**config.mk**
```make
export PLATFORM = sky130hd
export DESIGN_NAME = filt_coef_ctrl
export DESIGN_NICKNAME = d
export VERILOG_FILES = /design/src/rtl/filt_pkg.sv /design/src/rtl/filt_coef_rom.sv /design/src/rtl/filt_coef_ctrl.sv
export SDC_FILE = /design/constraint.sdc
export NUM_CORES = 1
export LEC_CHECK = 0
export ABC_CLOCK_PERIOD_IN_PS = 3700
export CAP_MARGIN = 10
export CORE_MARGIN = 2
export CORE_UTILIZATION = 35
export DETAILED_ROUTE_END_ITERATION = 7
export PLACE_DENSITY_LB_ADDON = 0.25
export SYNTH_ARGS = -nofsm -noshare
export SYNTH_HDL_FRONTEND = slang
export SYNTH_SLANG_ARGS = --single-unit
export TNS_END_PERCENT = 100
```
**constraint.sdc**
```tcl
create_clock -name clk -period 3.7 [get_ports clk]
set_clock_uncertainty 0.2 [all_clocks]
set_input_delay 0.555 -clock clk [delete_from_list [all_inputs] [get_ports clk]]
set_output_delay 0.555 -clock clk [all_outputs]
set_load 0.01 [all_outputs]
```
**src/rtl/filt_pkg.sv**
```systemverilog
// rtl/filt_pkg.sv - shared constants, FSM encoding and kernel coefficient/shift tables
package filt_pkg;
    localparam int NUM_TAPS    = 9;
    localparam int COEF_W      = 8;
    localparam int NUM_KERNELS = 8;

    typedef enum logic [1:0] {
        ST_IDLE   = 2'd0,
        ST_LOAD   = 2'd1,
        ST_COMMIT = 2'd2,
        ST_ABORT  = 2'd3
    } state_t;

    typedef logic signed [COEF_W-1:0] coef_t;

    // identity, box, gaussian, sharpen, laplacian, sobel-x, sobel-y, emboss
    localparam coef_t COEF_TABLE [NUM_KERNELS][NUM_TAPS] = '{
        '{ 8'sd0,  8'sd0,  8'sd0,  8'sd0,  8'sd1,  8'sd0,  8'sd0,  8'sd0,  8'sd0},
        '{ 8'sd1,  8'sd1,  8'sd1,  8'sd1,  8'sd1,  8'sd1,  8'sd1,  8'sd1,  8'sd1},
        '{ 8'sd1,  8'sd2,  8'sd1,  8'sd2,  8'sd4,  8'sd2,  8'sd1,  8'sd2,  8'sd1},
        '{ 8'sd0, -8'sd1,  8'sd0, -8'sd1,  8'sd5, -8'sd1,  8'sd0, -8'sd1,  8'sd0},
        '{-8'sd1, -8'sd1, -8'sd1, -8'sd1,  8'sd8, -8'sd1, -8'sd1, -8'sd1, -8'sd1},
        '{-8'sd1,  8'sd0,  8'sd1, -8'sd2,  8'sd0,  8'sd2, -8'sd1,  8'sd0,  8'sd1},
        '{-8'sd1, -8'sd2, -8'sd1,  8'sd0,  8'sd0,  8'sd0,  8'sd1,  8'sd2,  8'sd1},
        '{-8'sd2, -8'sd1,  8'sd0, -8'sd1,  8'sd1,  8'sd1,  8'sd0,  8'sd1,  8'sd2}
    };

    localparam logic [3:0] SHIFT_TABLE [NUM_KERNELS] = '{
        4'd0, 4'd3, 4'd4, 4'd0, 4'd0, 4'd0, 4'd0, 4'd1
    };
endpackage

```
**src/rtl/filt_coef_rom.sv**
```systemverilog
// rtl/filt_coef_rom.sv - combinational kernel coefficient and shift lookup
module filt_coef_rom
    import filt_pkg::*;
(
    input  logic [2:0] kernel,
    input  logic [3:0] addr,
    output coef_t      coef,
    output logic [3:0] shift
);
    always_comb begin
        coef  = '0;
        shift = SHIFT_TABLE[kernel];
        if (addr < 4'(NUM_TAPS)) begin
            coef = COEF_TABLE[kernel][addr];
        end
    end
endmodule

```
**src/rtl/filt_coef_ctrl.sv**
```systemverilog
// rtl/filt_coef_ctrl.sv - frame-synchronous filter coefficient loader; FILT_COEF_CTRL_WDOG_EN adds a vsync watchdog
module filt_coef_ctrl #(
    parameter int NUM_TAPS    = 9,
    parameter int COEF_W      = 8,
    parameter int WDOG_CYCLES = 2_000_000
) (
    input  logic                     clk,
    input  logic                     rst,
    input  logic [7:0]               sw,
    input  logic                     rx_vs,
    input  logic                     rx_dv,
    output logic                     coef_we,
    output logic [3:0]               coef_addr,
    output logic signed [COEF_W-1:0] coef_data,
    output logic [3:0]               coef_shift,
    output logic                     coef_commit,
    output logic                     bypass,
    output logic                     busy,
    output logic                     load_err
);
    import filt_pkg::*;

    logic [3:0] sw_meta, sw_sync;   // {sw[7], sw[2:0]}
    logic       vs_q, vs_re;
    state_t     state, state_nxt;
    logic [3:0] tap_cnt;
    logic [3:0] sel;
    logic [3:0] committed;
    logic       committed_ok;
    logic       bypass_q, load_err_q;
    logic [3:0] shift_q;
    logic       load_req, last_tap, wdog_hit;
    logic [2:0] rom_kernel;
    coef_t      rom_coef;
    logic [3:0] rom_shift;
    logic       unused_sw;

    assign unused_sw = ^sw[6:3];

    // In IDLE the ROM looks at the live request so its shift is ready at latch time
    assign rom_kernel = (state == ST_IDLE) ? sw_sync[2:0] : sel[2:0];

    filt_coef_rom u_rom (
        .kernel (rom_kernel),
        .addr   (tap_cnt),
        .coef   (rom_coef),
        .shift  (rom_shift)
    );

    assign load_req = vs_re && (!committed_ok || (sw_sync != committed));
    assign last_tap = (tap_cnt == 4'(NUM_TAPS - 1));

    always_ff @(posedge clk) begin
        if (rst) state <= ST_IDLE;
        else     state <= state_nxt;
    end

    always_comb begin
        state_nxt = state;
        case (state)
            ST_IDLE:   if (load_req) state_nxt = ST_LOAD;
            ST_LOAD:   if (rx_dv) state_nxt = ST_ABORT;
                       else if (last_tap) state_nxt = ST_COMMIT;
            ST_COMMIT: state_nxt = ST_IDLE;
            ST_ABORT:  state_nxt = ST_IDLE;
            default:   state_nxt = ST_IDLE;
        endcase
    end

    always_comb begin
        coef_we     = (state == ST_LOAD);
        coef_addr   = 4'd0;
        coef_data   = '0;
        coef_commit = (state == ST_COMMIT);
        busy        = (state != ST_IDLE);
        if (state == ST_LOAD) begin
            coef_addr = tap_cnt;
            coef_data = COEF_W'(rom_coef);
        end
    end

    always_ff @(posedge clk) begin
        if (rst) begin
            sw_meta      <= 4'd0;
            sw_sync      <= 4'd0;
            vs_q         <= 1'b0;
            vs_re        <= 1'b0;
            tap_cnt      <= 4'd0;
            sel          <= 4'd0;
            committed    <= 4'd0;
            committed_ok <= 1'b0;
            bypass_q     <= 1'b1;
            load_err_q   <= 1'b0;
            shift_q      <= 4'd0;
        end else begin
            sw_meta <= {sw[7], sw[2:0]};
            sw_sync <= sw_meta;
            vs_q    <= rx_vs;
            vs_re   <= rx_vs & ~vs_q;
            tap_cnt <= (state == ST_LOAD && state_nxt == ST_LOAD) ? tap_cnt + 4'd1 : 4'd0;
            if (state == ST_IDLE && load_req) begin
                sel     <= sw_sync;
                shift_q <= rom_shift;
            end
            if (state == ST_LOAD && rx_dv) begin
                load_err_q <= 1'b1;
            end
            // Bypass and committed selection become visible together with the commit pulse
            if (state == ST_LOAD && state_nxt == ST_COMMIT) begin
                bypass_q     <= sel[3];
                committed    <= sel;
                committed_ok <= 1'b1;
            end
            if (wdog_hit) begin
                bypass_q     <= 1'b1;
                committed_ok <= 1'b0;
            end
        end
    end

`ifdef FILT_COEF_CTRL_WDOG_EN
    localparam int WDOG_W = $clog2(WDOG_CYCLES + 1);
    logic [WDOG_W-1:0] wdog_cnt;

    always_ff @(posedge clk) begin
        if (rst)            wdog_cnt <= '0;
        else if (vs_re)     wdog_cnt <= '0;
        else if (!wdog_hit) wdog_cnt <= wdog_cnt + 1'b1;
    end

    assign wdog_hit = (wdog_cnt == WDOG_W'(WDOG_CYCLES));
`else
    logic unused_wdog;
    assign unused_wdog = (WDOG_CYCLES == 0);
    assign wdog_hit    = 1'b0;
`endif

    assign bypass     = bypass_q;
    assign load_err   = load_err_q;
    assign coef_shift = shift_q;
endmodule

```
; Word level (Yosys, flattened, before mapping)
; Memories as Yosys holds them, arrays and structs flattened. A register that Yosys moved wholly into a read port is not among the register bits.
; Index checks and enable logic that the tools add are counted.
; Widths: inputs -> output; s select.
[totals]
rom_bits = 608
out_inout_bits = 21
ff_bits = 27
word_cells = 53
memories = 2
inputBits = 12
[memory_table]
columns = memory, depth, word_bits, rd, rd_ports_with_merged_regs, wr, line
row1 = (name not given), 8, 72, 1, 0, 0, filt_coef_rom.sv:14  ; coef = COEF_TABLE[kernel][addr];
row2 = (name not given), 8, 4, 1, 1, 0, filt_coef_rom.sv:12  ; shift = SHIFT_TABLE[kernel];
[classes]
n_eq_ne = 7
muxes = 13
n_reduce_logical = 11
n_lt_le_gt_ge = 3
add_sub_neg = 1
n_bitwise = 5
[op_table]
columns = cell, n
row1 = $mux 72, 2
row2 = $bmux 8 s4, 1
row3 = $mux 8, 4
row4 = $eq 2x2->1 const B, 3
row5 = $mux 2, 3
row6 = $pmux 2 s3, 1
row7 = $ge 5x5->1 const B, 1
row8 = $logic_and 1x1->1, 5
row9 = $not 4->5, 1
row10 = $add 4x1->4 const B, 1
row11 = $eq 2x1->1 const B, 2
row12 = $eq 4x4->1 const B, 1
row13 = $ge 4x4->1 const B, 1
row14 = $lt 4x4->1 const B, 1
row15 = $mux 4, 1
row16 = $ne 4x4->1, 1
row17 = $not 3->4, 1
row18 = $reduce_or 2->1, 2
row19 = $mux 3, 1
row20 = $logic_not 2->1, 1
row21 = $not 1->1, 2
row22 = $reduce_bool 2->1, 1
row23 = $and 1x1->1, 1
row24 = $logic_not 1->1, 1
row25 = $logic_or 1x1->1, 1

; Longest topological paths before layout
[depth]
ltp_word = 11
mapped_depth = 11
depth_no_buf = 9

; Hierarchy
; A second synthesis with hierarchy kept.
[unflattened]
cells_unflattened = 235
hier_area_um2 = 1963.1
[modules_own_cells]
columns = mod, area_per_inst_um2, cells_per_inst, instances, seq_area_each_um2
row1 = filt_coef_ctrl, 1478.9, 167, 1, 620.6
row2 = filt_coef_rom, 484.2, 68, 1, 0.0

; Worst setup path after synthesis
; Ideal clock, no wire load.
[synth_path]
kind = flip-flop to output port
from = register state[1]
to = output coef_data[5]
n_path_buf = 2
path_slack_ns = 0.464
path_stages_with_launch = 10
arrival_time_ns = 2.481
path_cell_list = dfxtp_1 -> buf_2 -> nor2_1 -> inv_2 -> o21ai_0 -> ha_1 -> and3_4 -> o31ai_1 -> a211oi_1 -> buf_4
[synth_between]
elab_chain_len = 11
[synth_lines]
columns = element, line
row1 = start: declaration, filt_coef_ctrl.sv:25  ; state_t state, state_nxt;
row2 = start signal: assignment, filt_coef_ctrl.sv:55  ; else state <= state_nxt;
row3 = $logic_not 2->1, filt_coef_ctrl.sv:41  ; assign rom_kernel = (state == ST_IDLE) ? sw_sync[2:0] : sel[2:0];
row4 = $mux 3, filt_coef_ctrl.sv:41
row5 = $not 3->4 (implied by the code), filt_coef_rom.sv:14
row6 = $mem_v2 8x72, n/a
row7 = $mux 72 (implied by the code) (2 in a row), filt_coef_rom.sv:14
row8 = $bmux 8 s4, filt_coef_rom.sv:14
row9 = $mux 8 (implied by the code) (2 in a row), filt_coef_rom.sv:14
row10 = $mux 8, filt_coef_rom.sv:13  ; if (addr < 4'(NUM_TAPS)) begin
row11 = $mux 8 (*), filt_coef_ctrl.sv:76  ; if (state == ST_LOAD) begin
row12 = end: declaration, filt_coef_ctrl.sv:14  ; output logic signed [COEF_W-1:0] coef_data,
; Every way passes the cells marked *; elsewhere a longest branch is shown, timed or not. The select of a mux whose other input is x is not followed.

; Worst setup path after layout
; Same ends and word-level chain as after synthesis.

==> out/metrics.cfg <==
[run_status]
status=finished, final reports clean

[die]
coreArea_sq_um=5107
die_h_microns=76.54
die-area_sq_um=5858
std_cell_rows=26
dieWidth_microns=76.54
ios=33
start_util=0.3606

[power]
p_sw_uw=169.0
peakVddDrop_mv=0.1443
switching_share=0.2524
pwr-share-comb=0.133
finalPower_uw=669.7
seq_power_share=0.505
clockPowerShare=0.362
power_density_nw_per_um2=294.1
p_leak_uw=0.0008786
intPower_uw=500.6

[finish]
layout.nets=254
syn2layout_area_growth_pct=23.64
final_cells=301
drive_above_1_share=0.1429
n_antenna_cell=0

[clock_tree]
clkTransAtPathRegs_ns=0.06
cts_hold_buf=0
cts_setup_buffers=0
tritoncts=done
cts.path.max_buffers=2
cts_made_buffers=5
clock_sink_count=30
clock_latency_ns=0.28
root_buffer=clkbuf_8
cts_max_level=2

[route]
top_layer=met4
first_pass_iters=4
drtIter0Drc=100
m1WireLength_mm=2.014
via_per_inst=5.003
ant_nets=0
dr_total_vias=1506
routedWlPerCell_microns=13.47
wl_met2_mm=1.801
drt_wl_total_mm=4.055
wl_met3_microns=142
drc=0

[logic_synthesis]
synth-adder-area-share=0.07473
async_reset_ff_frac=0
synth-compound-area-share=0.1882
yosys-top-cells-area=dfxtp_1 (33%), ha_1 (7.5%), mux2i_1 (6.5%)
synth-seq-cells=30
synth_top_area_share=0.3261
synth_top_family_by_area=simple AND/OR/NAND/NOR gates
yosysMostFrequentCell=dfxtp_1
synth.distinct_cells=54
synthXorXnorAreaFrac=0.02853
yosys.area_share.simple=0.2269
synth-edff-count=0
synth_mux_area_frac=0.07745
avgSynthCellArea_sq_um=9.028
synth_area_sq_um=1842
yosys_most_used_dff=dfxtp_1
yosysWarnings=0
yosysTopAreaCell=dfxtp_1
synthCells=204
synth_nets=227
ys_top_cells_by_count=dfxtp_1 (30), nor2_1 (14), nor2b_1 (14)
yosysSeqAreaShare=0.3261

[critical_path]
max_stage_delay_ns=0.60
cp-start-kind=register
reg2reg_setup_slack_ns=1.60
cp_max_fo=7
critPathKind=register to output port
cp.arrival_ns=2.78
crit_required_ns=2.94
crit_chain=o21ai_0 -> o21ai_2 -> inv_1 -> ha_1 -> o211ai_1 -> a211o_1 -> a211oi_2 -> clkdlybuf4s50_1
cp-end-kind=output port
worst_path_max_delay_cell=clkdlybuf4s50_1

[global_route]
track_usage=0.1474
grt_antenna_before_repair=0
grt_pass1_wl_mm=6.948
grt_pass1_vias=1459
overflow=0
grt_max_degree=29

[placement]
port_buffers=27
place_inst=294
place.gp.congestion=0.9016
hpwl_mm=2.889

[worst_hold_path]
min_path_type=register to register

[sta]
finalHoldViolCount=0
fin_crit_sh=0.9563
tightest_slew_ns=0.8449
slew_violations=0
max_freq_mhz=282.6
setup_violations=0
max_slew_margin=0.4350
period_needed_ns=3.538

[run]
max_cap_viol_count=0

==> per-stage QoR <==
step / worst slack, ns / util / area (sq um) / TNS [ns] / hold WS, ns
final: 0.1616 / 0.4459 / 2277 / 0 / 0.1826
after floorplan: 0.4640 / - / 1842 / 0 / 0.1674
after CTS: 0.008262 / 0.4432 / 2263 / 0 / 0.1876
after global routing: -0.03253 / 0.4459 / 2277 / -0.1159 / 0.2111
after global placement: 0.3222 / 0.4268 / 2180 / 0 / 0.1728
after detailed placement: 0.2847 / 0.4268 / 2180 / 0 / 0.1784
==> layer usage <==
metal	GRT usage	vias to the layer above
li1	-	764
met1	0.1927	699
met2	0.2310	35
met3	0.03318	8
met4	0.06727	0
met5	0	-
==> critical path: cells and delay by family, from the launching register on <==
| kind | cells | cell delay (ns) |
|---|---|---|
| compound gates | 5 | 1.21 |
| buf+inv | 2 | 0.73 |
| flops | 1 | 0.37 |
| fa+ha+maj | 1 | 0.21 |
==> state kept, by name, summed over array words and instances, names as in the netlist, 2 cells and up <==
register,count
sw_meta,4
state,2
tap_cnt,4
coef_shift,3
sel,4
committed,4
sw_sync,4
==> worst paths after layout <==
| kind | startpoint | end | cells past startpoint |
|---|---|---|---|
| worst max register to register | state[0]$_SDFF_PP0_ | committed[0]$_SDFFE_PP0P_ | 5 |
| worst max-delay path | state[1]$_SDFF_PP0_ | coef_data[5] | 8 |
| worst min register to register | vs_q$_SDFF_PP0_ | vs_re$_SDFF_PP0_ | 1 |
| worst min-delay path | vs_q$_SDFF_PP0_ | vs_re$_SDFF_PP0_ | 1 |
==> cell type report <==
type	instances	area, sq um
repair buffers	36	337.8
multi-input cells	145	1120
clock buffers	5	68.82
flip-flops and latches	30	600.6
well taps	70	87.58
clock inverters	2	10.01
inverters	13	52.55
fillers	521	2830
==> logic make-up after synthesis <==
| logic type | count (synthesis) |
|---|---|
| flip-flops | 30 |
| XOR/XNOR | 6 |
| other | 1 |
| AND/OR/NAND/NOR | 66 |
| buffers and inverters | 29 |
| AO/OA/AOI/OAI | 47 |
| adder cells (fa/ha/maj) | 11 |
| multiplexers | 14 |
==> cells in the final DEF, fill, tap and decap left out, types with 2 or more instances in the layout <==
| cell | instances |
|---|---|
| inv_1 | 9 |
| o32ai_1 | 2 |
| nor4b_1 | 2 |
| nor2_1 | 13 |
| xnor2_1 | 4 |
| o21a_1 | 2 |
| nand2_1 | 6 |
| a211oi_1 | 4 |
| mux2i_1 | 12 |
| mux2_2 | 2 |
| clkdlybuf4s50_1 | 27 |
| a211o_1 | 3 |
| o21ai_0 | 7 |
| clkinv_2 | 3 |
| a311oi_1 | 2 |
| o21ai_1 | 2 |
| nor2b_1 | 14 |
| nor3b_2 | 2 |
| o311ai_1 | 2 |
| ha_1 | 11 |
| a21oi_1 | 7 |
| buf_4 | 9 |
| nand3b_1 | 3 |
| and2_1 | 2 |
| xor2_1 | 2 |
| inv_2 | 2 |
| nand3_1 | 2 |
| a221oi_1 | 3 |
| nor3b_1 | 2 |
| clkbuf_8 | 5 |
| nand2b_1 | 11 |
| dfxtp_1 | 30 |
==> power groups by stage <==
stage / clock, uW / combinational (uW) / sequential (uW)
after global routing: 266 / 99.2 / 339
after global placement: 0 / 87.1 / 345
after detailed placement: 0 / 87.3 / 345
final: 242 / 89.2 / 338
after floorplan: 0 / 58.9 / 343
after CTS: 253 / 87.9 / 338
==> what timing repair did <==
item                                    CTS  global route
gates resized for setup                   1             5
cloned                                    0             0
endpoints found under the setup margin    4             8
No activity file was read; power rests on OpenSTA's default activity.
